**config.mk**
```make
export PLATFORM = sky130hd
export DESIGN_NAME = pipeline_ctrl
export DESIGN_NICKNAME = d
export VERILOG_FILES = /design/src/rtl/pipeline_ctrl.sv
export SDC_FILE = /design/constraint.sdc
export NUM_CORES = 1
export LEC_CHECK = 0
export CAP_MARGIN = 20
export CELL_PAD_IN_SITES_DETAIL_PLACEMENT = 0
export CELL_PAD_IN_SITES_GLOBAL_PLACEMENT = 1
export CORE_ASPECT_RATIO = 0.7
export CORE_MARGIN = 4
export CORE_UTILIZATION = 31
export DETAILED_ROUTE_END_ITERATION = 10
export GPL_TIMING_DRIVEN = 0
export PLACE_DENSITY_LB_ADDON = 0.05
export SETUP_SLACK_MARGIN = 0.02
export SLEW_MARGIN = 30
export SYNTH_ARGS = -nofsm -noshare
export SYNTH_HDL_FRONTEND = slang
export SYNTH_SLANG_ARGS = --single-unit
```
**constraint.sdc**
```tcl
create_clock -name clk -period 2.1 [get_ports clk]
set_input_delay 0.42 -clock clk [delete_from_list [all_inputs] [get_ports clk]]
set_output_delay 0.42 -clock clk [all_outputs]
set_load 0.02 [all_outputs]
```
**src/rtl/pipeline_ctrl.sv**
```systemverilog
// pipeline_ctrl: hazard and sequencing controller for the PC, IF_ID, ID_EXE
// and EXE_MEM pipeline registers. Produces write enables and flushes for
// load-use stalls, taken branches, multi-cycle DIV/DIVU and MEM exceptions,
// and owns the divider start/abort handshake.
//
// Optional feature: define PIPE_CTRL_PERF_EN to add saturating 32-bit
// stall/flush cycle counters (Perf_StallCnt, Perf_FlushCnt). Without it the
// ports and counters are absent and control behaviour is identical.
//
// state       | meaning
// ------------+-----------------------------------------------------------
// ST_IDLE     | normal flow; load-use, branch and new DIV requests decoded
// ST_DIV      | divide in flight; cnt!=0 stall, cnt==0 release cycle
// ST_REDIRECT | post-exception; IFID_Flush held while cnt counts down
//
// Outputs are combinational from state/cnt and the current inputs, and are
// forced to their idle values while rst is high.

module pipeline_ctrl #(
  parameter int unsigned DIV_LATENCY     = 32,
  parameter int unsigned REDIRECT_CYCLES = 1
) (
  input  logic        clk,
  input  logic        rst,
  input  logic [4:0]  ID_rs,
  input  logic [4:0]  ID_rt,
  input  logic        EXE_ReadMem,
  input  logic [4:0]  EXE_Dst,
  input  logic        EXE_DivReq,
  input  logic        EXE_BranchTaken,
  input  logic        MEM_ExceptValid,
  output logic        IF_PCWr,
  output logic        IF_IDWr,
  output logic        IDEXE_Wr,
  output logic        IFID_Flush,
  output logic        IDEXE_Flush,
  output logic        EXEMEM_Flush,
  output logic        Div_Start,
  output logic        Div_Abort
`ifdef PIPE_CTRL_PERF_EN
  ,
  output logic [31:0] Perf_StallCnt,
  output logic [31:0] Perf_FlushCnt
`endif
);

  typedef enum logic [1:0] {
    ST_IDLE     = 2'd0,
    ST_DIV      = 2'd1,
    ST_REDIRECT = 2'd2
  } state_t;

  // The request cycle is the first of DIV_LATENCY stall cycles, so the
  // counter is loaded with the number of stall cycles still owed after it;
  // the cycle with cnt==0 is the release cycle that follows the last stall.
  localparam logic [5:0] DIV_LOAD   = 6'(DIV_LATENCY - 1);
  localparam logic [5:0] REDIR_LOAD = 6'(REDIRECT_CYCLES - 1);

  state_t     state;
  logic [5:0] cnt;
  logic       load_use;

  // Register $0 is hard-wired, so a load targeting it never creates a hazard.
  assign load_use = EXE_ReadMem && (EXE_Dst != 5'd0) &&
                    ((EXE_Dst == ID_rs) || (EXE_Dst == ID_rt));

  // Output decode, priority exception > DIV stall > load-use > branch.
  always_comb begin
    IF_PCWr      = 1'b1;
    IF_IDWr      = 1'b1;
    IDEXE_Wr     = 1'b1;
    IFID_Flush   = 1'b0;
    IDEXE_Flush  = 1'b0;
    EXEMEM_Flush = 1'b0;
    Div_Start    = 1'b0;
    Div_Abort    = 1'b0;
    if (!rst) begin
      if (MEM_ExceptValid) begin
        IFID_Flush   = 1'b1;
        IDEXE_Flush  = 1'b1;
        EXEMEM_Flush = 1'b1;
        Div_Abort    = (state == ST_DIV) || ((state == ST_IDLE) && EXE_DivReq);
      end else begin
        case (state)
          ST_REDIRECT: IFID_Flush = 1'b1;
          ST_DIV: begin
            if (cnt != 6'd0) begin
              IF_PCWr      = 1'b0;
              IF_IDWr      = 1'b0;
              IDEXE_Wr     = 1'b0;
              EXEMEM_Flush = 1'b1;
            end
          end
          ST_IDLE: begin
            if (EXE_DivReq) begin
              Div_Start    = 1'b1;
              IF_PCWr      = 1'b0;
              IF_IDWr      = 1'b0;
              IDEXE_Wr     = 1'b0;
              EXEMEM_Flush = 1'b1;
            end else if (load_use) begin
              IF_PCWr     = 1'b0;
              IF_IDWr     = 1'b0;
              IDEXE_Flush = 1'b1;
            end else if (EXE_BranchTaken) begin
              IFID_Flush = 1'b1;
            end
          end
          default: ;
        endcase
      end
    end
  end

  // State and down-counter; the counter never wraps below zero.
  always_ff @(posedge clk) begin
    if (rst) begin
      state <= ST_IDLE;
      cnt   <= 6'd0;
    end else if (MEM_ExceptValid) begin
      state <= ST_REDIRECT;
      cnt   <= REDIR_LOAD;
    end else begin
      case (state)
        ST_IDLE: begin
          if (EXE_DivReq) begin
            state <= ST_DIV;
            cnt   <= DIV_LOAD;
          end
        end
        ST_DIV, ST_REDIRECT: begin
          if (cnt == 6'd0) state <= ST_IDLE;
          else             cnt   <= cnt - 6'd1;
        end
        default: begin
          state <= ST_IDLE;
          cnt   <= 6'd0;
        end
      endcase
    end
  end

`ifdef PIPE_CTRL_PERF_EN
  logic any_flush;
  assign any_flush = IFID_Flush || IDEXE_Flush || EXEMEM_Flush;

  // Saturating counts of fetch-stall cycles and cycles with any flush.
  always_ff @(posedge clk) begin
    if (rst) begin
      Perf_StallCnt <= 32'd0;
      Perf_FlushCnt <= 32'd0;
    end else begin
      if (!IF_PCWr && (Perf_StallCnt != 32'hFFFF_FFFF))
        Perf_StallCnt <= Perf_StallCnt + 32'd1;
      if (any_flush && (Perf_FlushCnt != 32'hFFFF_FFFF))
        Perf_FlushCnt <= Perf_FlushCnt + 32'd1;
    end
  end
`endif

endmodule
```
* After elaboration in Yosys (flattened, before gate mapping)
Cells that the tools add are included.
** Word-level totals
- Register bits :: 8
- Input bits :: 21
- Output and inout bits :: 8
** Cells by class
- Add/sub/neg operators :: 1
- Equality and inequality tests :: 9
- Mux-type cells :: 38
- Reductions and logical operators :: 14
** Operators by type and width (number)
- 1-bit 2-to-1 mux :: 27
- 6-bit 2-to-1 mux :: 2
- 6-bit one-hot mux with 2 select lines :: 1
- 5-bit == test :: 2
- 1-bit one-hot mux with 2 select lines :: 4
- 6-bit zero test :: 1
- 2-bit 2-to-1 mux :: 3
- 2-bit != test, second input constant :: 3
- 3-bit != test, second input constant :: 2
- 2-bit AND reduction :: 3
- 6-bit nonzero test :: 1
- 6-bit by 1-bit subtractor with 6-bit output, second input constant :: 1
- 5-bit nonzero test :: 1
- 2-bit one-hot mux with 2 select lines :: 1
- 2-bit OR reduction :: 2
- 1-bit logical AND :: 3
- 2-bit by 1-bit == test with 1-bit output, second input constant :: 1
- 2-bit == test, second input constant :: 1
- 2-bit zero test :: 1
- 1-bit logical OR :: 2

* Longest topological paths before layout
Gate-level depths: netlist of run 1.
- Word-level depth :: 8
- Mapped depth :: 7

* Worst setup path before layout of run 1
No wires, ideal clock.
- Path kind :: input to output
- Start :: input EXE_Dst[1]
- End :: output IF_PCWr
- Arrival time :: 1.840 ns
- Data required time :: 1.680 ns
- Setup slack :: -0.160 ns
- Stages :: 5
- Cells stage by stage :: or4_1 -> o21ai_1 -> a211oi_1 -> a22oi_1 -> buf_4
** Between the ends
- Longest elaborated chain between the ends :: 8
** RTL lines
- from (decl) :: line 28 : input logic [4:0] EXE_Dst,
- 5-bit == test or 5-bit nonzero test (tied branches) :: line 65, 64
- 1-bit logical OR or 1-bit logical AND (tied branches) :: line 65, 64
- 1-bit logical AND (*) :: line 64 : assign load_use = EXE_ReadMem && (EXE_Dst != 5'd0) &&
- 1-bit 2-to-1 mux (*) (2 in a row)
- 1-bit one-hot mux with 2 select lines (*)
- 1-bit 2-to-1 mux (*) (2 in a row)
- to (decl) :: line 32 : output logic IF_PCWr,
Every way passes the cells marked *; elsewhere a longest branch is shown, timed or not.

* Final worst setup path of run 1
- Start :: register cnt[5]
- End :: output IF_IDWr
** Between the ends
- Longest elaborated chain between the ends :: 5
** RTL lines
- from (decl) :: line 60 : logic [5:0] cnt;
- from (signal assigned) :: line 133 : else cnt <= cnt - 6'd1;
- 6-bit nonzero test :: line 87 : if (cnt != 6'd0) begin
- 1-bit 2-to-1 mux :: line 87
- 1-bit one-hot mux with 2 select lines :: line 84 : case (state)
- 1-bit 2-to-1 mux :: line 78 : if (MEM_ExceptValid) begin
- 1-bit 2-to-1 mux :: line 77 : if (!rst) begin
- to (decl) :: line 33 : output logic IF_IDWr,
No other way between the ends.

==> qor.csv, run 1 <==
stage,metric,value,unit
global_route,Overflow after GRT,0,
setup_path,worst path buffer plus inverter count,2,
finish,Final Core Density,0.518,
logic_synthesis,"FF+latch count, synth",8,
setup_path,CP endpoint kind,output port,
hold_path,Hold WC Path Type,reg -> reg,
pwr,power share of the combinational group,0.455,
logic_synthesis,Post-synth ARST share,0,
status,outcome,finished with violations,
placement,Buffers on Ports,28,
logic_synthesis,xor-xnor portion of the synthesized cell area,0.130,
sta,RSZ-0062 raised after global routing,true,
floorplanning,chip height,50.8,µm
finish,area delta synth->final,58.3,%
logic_synthesis,Post-synth EDFFs,0,
floorplanning,I/O pins,29,
finish,ratio of cells with drive above 1 in the final layout,0.333,
sta,Max Slew Vio Count,0,
logic_synthesis,top cell type's share of synthesized area,0.198,
finish,Final Non-Filler Cells,175,
floorplanning,Die X,69.1,µm
routing,via count,880,
sta,Setup Total Neg Slack,-232,ps
logic_synthesis,top_reg_cell synth,dfxtp_1,
routing,DRT antenna net count,0,
setup_path,"Critical Path, Cell by Cell",or4_4 -> o21ai_4 -> a21oi_2 -> a22oi_2 -> buf_4 -> buf_6,
finish,Seq. cell area,168,µm²
routing,drt first-iter violations,45,
logic_synthesis,Cells after Synth,105,
cts,cts hold-fix bufs,0,
global_route,vias in the first global route,889,
setup_path,Reg2Reg Depth,7,
cts,CTS tree,built,
floorplanning,Die Area,3510,µm²
sta,Tightest Pin Transition,402,ps
finish,multi-input logic area,692,µm²
floorplanning,core region area,2480,µm²
setup_path,CP arrival,1800,ps
setup_path,crit path capture,IF_IDWr,
logic_synthesis,largest family of logic cells by synthesized area,compound AO/OA/AOI/OAI gates,
status,failing checks,negative setup slack,
routing,routed wire length,2420,µm
logic_synthesis,Synth Area in Adders,0.0926,
cts,Num CTS Buffers,3,
logic_synthesis,Avg Inst Size Synth,7.72,µm²
setup_path,CP Data Required Time,1680,ps
pwr,power per cell area,523,nW/µm²
flow_run,max-cap viol count,0,
logic_synthesis,Ys Warns,0,
logic_synthesis,top area cells in the synthesized netlist,"dfxtp_1 (20%), xnor2_1 (11%), ha_1 (9.3%)",
placement,Final Wtd Congestion,0.737,
routing,WL/cell,13.8,µm
logic_synthesis,"area leader, netlist",dfxtp_1,
finish,FILL cells,267,
pwr,P_int,0.438,mW
routing,DR vias/cell,5.03,
placement,detailed placement HPWL,1800,µm
logic_synthesis,Synth Area in Compound Gates,0.265,
logic_synthesis,post-synthesis mux area share,0,
pwr,switch share,0.348,
pwr,maximum vdd drop,0.266,mV
cts,root buf cell,clkbuf_8,
cts,Clock transition at path regs,40,ps
cts,Sink Count,8,
logic_synthesis,synth unique cells,39,
cts,H-tree Lvls,1,
pwr,Lkg Pwr,0.519,nW
sta,Final Hold Viols,0,
cts,clock latency at the later pin of the worst-skew pair,230,ps
pwr,Switch Pwr,0.234,mW
logic_synthesis,syn_nets,132,
pwr,sequential share of power,0.263,
global_route,total track usage,0.145,
sta,Clock Skews,3.84,ps
sta,fin crit share,1.06,
logic_synthesis,post-synthesis simple-gate area fraction,0.262,
floorplanning,Initial Util,0.327,
placement,placed instance count,167,
finish,"commonest non-fill, non-tap cells in the layout","a21oi_1 (11), dlygate4sd2_1 (11), xnor2_1 (10)",
finish,Ant. Diodes,0,
setup_path,worst reg2reg setup slack,230,ps
sta,max_slew headroom,0.730,
setup_path,Critical Path Stages,6,
logic_synthesis,part of the Yosys area used for sequential elements,0.198,
finish,Total Nets Final,170,
setup_path,Worst path top cell family by delay,simple AND/OR/NAND/NOR gates,
global_route,largest net degree at the start of global routing,11,
logic_synthesis,Netlist Area Pre-Place,811,µm²
cts,clock buffer depth,2,
setup_path,critical path launch point,cnt[5],
global_route,antenna violations before repair,0,
setup_path,R2R Path Start,state[0],
floorplanning,# rows,15,
sta,worst setup margin,-120,ps
global_route,wire length of the first global-routing pass,4050,µm
setup_path,cell type of the slowest stage on the worst timing path,or4_4,
routing,# DRC,0,
sta,endpoints failing setup,2,
routing,Initial DRT Pass Iterations,4,
setup_path,Setup crit start kind,register,
setup_path,Critical R2R Capture,cnt[5],
sta,Max Clk Rate,450,MHz
sta,fin crit period,2220,ps
setup_path,WS Path Type,reg -> out,
setup_path,worst-path fanout max,3,
setup_path,max incr delay on CP,550,ps
pwr,clock power share,0.283,
[synth_stat cells (2+ instances only)]
| master | n |
|---|---|
| xnor2_1 | 10 |
| o41ai_1 | 2 |
| o21ai_1 | 2 |
| ha_1 | 6 |
| nand2_1 | 8 |
| nor3b_1 | 3 |
| dfxtp_1 | 8 |
| or3_1 | 3 |
| xor2_1 | 2 |
| nand2b_1 | 3 |
| o21ai_0 | 4 |
| clkbuf_1 | 2 |
| nor3_1 | 2 |
| nor2_1 | 5 |
| a21oi_1 | 12 |
| inv_1 | 6 |
| nand3_1 | 5 |
[state kept, by name, indices dropped and copies added, names as in the netlist]
register	flops
cnt	6
state	2
[routing by layer]
layer / vias to the layer above / track usage / part of all wire
met5: - / 0 / 0
met4: 0 / 0.0390 / 0.0054
met3: 2 / 0.0480 / 0.058
met2: 31 / 0.237 / 0.44
met1: 393 / 0.182 / 0.50
li1: 454 / - / -
[repair_timing]
action	in CTS	in global routing
gates resized for setup	70	25
pin swaps	17	7
endpoints found under the setup margin	8	8
buffers inserted	4	2
[power by group through the flow]
| stage | Clock, mW | Sequential (mW) | Combinational, mW |
|---|---|---|---|
| after floorplan | 0 | 0.177 | 0.172 |
| after global placement | 0 | 0.180 | 0.271 |
| after detailed placement | 0 | 0.181 | 0.270 |
| after CTS | 0.197 | 0.176 | 0.284 |
| after global routing | 0.205 | 0.178 | 0.334 |
| final | 0.190 | 0.177 | 0.306 |
[metrics by stage]
step                      area [µm²]  setup slack, ps  hold WS, ps  power [mW]
after floorplan                  820             21.5          449       0.349
after global placement          1140             -940          458       0.450
after detailed placement        1140             -945          476       0.450
after CTS                       1220             -131          484       0.657
after global routing            1280             -176          519       0.717
final                           1280             -120          485       0.672
[cell type report]
cell class / instances / share of cell area
Tap cell: 34 / 0.0331
Buffer: 3 / 0.0156
Inverter: 6 / 0.0175
Clock buffer: 3 / 0.0322
Timing Repair Buffer: 34 / 0.232
Sequential cell: 8 / 0.131
Multi-Input combinational cell: 87 / 0.539
[how the worst min path moves through the flow]
stage                      start      to  slack [ps]  depth (start not counted)
final                     cnt[1]  cnt[1]         480                          2
after global routing      cnt[1]  cnt[1]         520                          2
after CTS                 cnt[1]  cnt[1]         480                          2
after detailed placement  cnt[1]  cnt[1]         480                          2
after global placement    cnt[0]  cnt[0]         460                          2
after floorplan           cnt[1]  cnt[1]         450                          2
[logic make-up after synthesis]
| family | Yosys count |
|---|---|
| flops | 8 |
| compound gates | 32 |
| xor+xnor | 12 |
| fa+ha+maj | 6 |
| simple gates | 37 |
| buf+inv | 10 |
[tightest hold or removal path: stages, from the launching register on]
cell and delay (ps):
dfxtp_1 320, nand2_1 60, a21oi_1 50
(Power assumes the default switching activity.)
==> run 2, diff against run 1 <==
Settings changed: REMOVE_ABC_BUFFERS set to 1.
==> run 2 against run 1 <==
Compared with the run above: the flow still finishes with violations (negative setup slack); fmax rose by 2.5%; largest power group unchanged; count of clock-buffer cells in the layout did not move; core utilization rose by 1.1 points; hold slack got worse by 6.2 ps; sequential share of layout area fell by 0.36 points; critical path depth fell by 1; via count rose by 0.57%; total power rose by 1.3%.
==> qor.csv, run 2 (synthesis results as in run 1) <==
stage,metric,value,unit,change
hold_path,Hold WC Path Type,reg -> reg,,
sta,Max Clk Rate,462,MHz,+2.5%
sta,fin crit period,2170,ps,-54.7 ps
cts,CTS tree,built,,
setup_path,Setup crit start kind,register,,
routing,via count,885,,+0.57%
sta,worst setup margin,-65.3,ps,+54.7 ps
global_route,largest net degree at the start of global routing,12,,+1
pwr,power per cell area,519,nW/µm²,-0.78%
floorplanning,I/O pins,29,,unchanged
routing,routed wire length,2330,µm,-3.6%
sta,RSZ-0062 raised after global routing,true,,
global_route,Overflow after GRT,0,,unchanged
sta,Max Slew Vio Count,0,,unchanged
setup_path,Critical Path Stages,5,,-1
pwr,Lkg Pwr,0.560,nW,+7.9%
finish,multi-input logic area,699,µm²,+1.1%
setup_path,R2R Path Start,state[0],,
pwr,Switch Pwr,0.231,mW,-1.2%
finish,top flop regs,"cnt x6, state x2",,
pwr,maximum vdd drop,0.378,mV,+42%
cts,Clock transition at path regs,40,ps,about the same
setup_path,Critical R2R Capture,cnt[5],,
cts,clock latency at the later pin of the worst-skew pair,230,ps,about the same
placement,Post-Place Worst Slack,-930,ps,+14.7 ps
setup_path,CP arrival,1750,ps,-50 ps
pwr,P_int,0.449,mW,+2.5%
cts,Num CTS Buffers,3,,unchanged
setup_path,worst path buffer plus inverter count,1,,-1
setup_path,critical path launch point,cnt[5],,
cts,cts hold-fix bufs,0,,unchanged
floorplanning,Die X,69.1,µm,unchanged
setup_path,CP Data Required Time,1680,ps,about the same
cts,root buf cell,clkbuf_8,,
flow_run,max-cap viol count,0,,unchanged
sta,max_slew headroom,0.734,,+0.00386
global_route,vias in the first global route,865,,-2.7%
status,outcome,finished with violations,,
floorplanning,core region area,2480,µm²,unchanged
setup_path,max incr delay on CP,560,ps,about the same
pwr,switch share,0.340,,-0.00828
placement,detailed placement HPWL,1780,µm,-1.3%
setup_path,WS Path Type,reg -> out,,
floorplanning,# rows,15,,unchanged
routing,DRT antenna net count,0,,unchanged
placement,Final Wtd Congestion,0.765,,+3.9%
finish,Largest register FFs,6,,unchanged
finish,FILL cells,267,,unchanged
routing,DR vias/cell,5.09,,+1.1%
cts,H-tree Lvls,1,,unchanged
placement,Buffers on Ports,28,,unchanged
routing,WL/cell,13.4,µm,-3.0%
setup_path,worst reg2reg setup slack,190,ps,-40 ps
setup_path,cell type of the slowest stage on the worst timing path,or4_4,,
finish,Final Core Density,0.529,,+0.0106
sta,Tightest Pin Transition,396,ps,-5.74 ps
sta,endpoints failing setup,2,,unchanged
setup_path,Reg2Reg Depth,7,,unchanged
finish,Ant. Diodes,0,,unchanged
routing,drt first-iter violations,33,,-27%
floorplanning,chip height,50.8,µm,unchanged
sta,Clock Skews,1.43,ps,-2.40 ps
finish,ratio of cells with drive above 1 in the final layout,0.300,,-0.0333
setup_path,crit path capture,IF_IDWr,,
pwr,clock power share,0.277,,-0.006
floorplanning,Die Area,3510,µm²,unchanged
status,failing checks,negative setup slack,,
setup_path,worst-path fanout max,3,,unchanged
global_route,wire length of the first global-routing pass,3910,µm,-3.6%
pwr,overall power,0.680,mW,+1.3%
finish,Total Nets Final,169,,-0.59%
sta,Setup Total Neg Slack,-103,ps,+129 ps
routing,# DRC,0,,unchanged
pwr,power share of the combinational group,0.464,,+0.009
cts,clock buffer depth,2,,unchanged
setup_path,Worst path top cell family by delay,simple AND/OR/NAND/NOR gates,,
sta,fin crit share,1.03,,-0.0261
cts,Sink Count,8,,unchanged
finish,"commonest non-fill, non-tap cell in the layout",a21oi_1,,
sta,Final Hold Viols,0,,unchanged
global_route,total track usage,0.138,,-0.00676
sta,Hold Slack,478,ps,-6.15 ps
finish,Largest Register,cnt,,
finish,area delta synth->final,61.6,%,
setup_path,"Critical Path, Cell by Cell",or4_4 -> o21ai_4 -> a21oi_2 -> a22oi_2 -> buf_4,,
finish,Seq. cell area,166,µm²,-0.75%
floorplanning,Initial Util,0.327,,unchanged
finish,"commonest non-fill, non-tap cells in the layout","a21oi_1 (11), xnor2_1 (10), buf_4 (10)",,
routing,Initial DRT Pass Iterations,4,,unchanged
pwr,sequential share of power,0.259,,-0.004
setup_path,CP endpoint kind,output port,,
global_route,antenna violations before repair,0,,unchanged
==> run 2: changes by cell type in the layout (fill, tap and decap cells not counted), sizes merged <==
cell,before,now
buf,18,17
clkbuf,5,3
clkdlybuf4s50,4,6
dlygate4sd1,0,1
dlygate4sd2,11,5
dlymetal6s2s,1,6
==> run 2: how the worst min path moves through the flow <==
stage / startpoint / endpoint / slack [ps] / cells past startpoint
6_report: cnt[0] / cnt[0] / 480 / 2
3_3_place_gp: cnt[0] / cnt[0] / 460 / 2
2_1_floorplan: cnt[1] / cnt[1] / 450 / 2
4_1_cts: cnt[0] / cnt[0] / 480 / 2
5_1_grt: cnt[1] / cnt[1] / 530 / 2
3_5_place_dp: cnt[0] / cnt[0] / 470 / 2
==> run 2: what timing repair did <==
item                       4_1_cts  5_1_grt
setup endpoints to repair        8        6
setup buffers                    5        3
gates resized for setup         70       16
pin swaps                       10        9
cloned                           0        0
==> run 2: layout make-up <==
type                       instances  area share
multi-input combinational         87       0.534
timing repair buffer              36       0.258
sequential                         8       0.127
tap                               34      0.0325
clock buffer                       3      0.0315
inverter                           6      0.0172
==> run 2: routing by layer <==
| metal | wire (µm) | track usage | up-vias | share of wire |
|---|---|---|---|---|
| met2 | 1080 | 0.229 | 31 | 0.46 |
| met4 | 0 | 0.0195 | 0 | 0 |
| met1 | 1070 | 0.173 | 402 | 0.46 |
| met5 | 0 | 0 | - | 0 |
| met3 | 183 | 0.0540 | 0 | 0.078 |
| li1 | - | - | 452 | - |
==> run 2: power by group through the flow <==
stage | clock, mW | sequential (mW) | combinational (mW)
floorplan | 0 | 0.177 | 0.167
global placement | 0 | 0.180 | 0.265
detailed placement | 0 | 0.180 | 0.265
CTS | 0.192 | 0.175 | 0.300
global route | 0.206 | 0.178 | 0.349
finish | 0.189 | 0.176 | 0.316
==> run 2: metrics by stage <==
stage / cell area [µm²] / cells
2_1_floorplan: 791 / 101
3_5_place_dp: 1110 / 163
6_report: 1310 / 174
4_1_cts: 1250 / 171
5_1_grt: 1310 / 174
3_3_place_gp: 1110 / 163
==> run 2: worst register-to-register path, cell delays in order, from the launching register on <==
cell and delay [ps]:
dfxtp_1 390, inv_1 110, ha_4 210, nor2b_4 130, buf_4 160, a31o_4 240
or3_1 360, a211oi_2 210
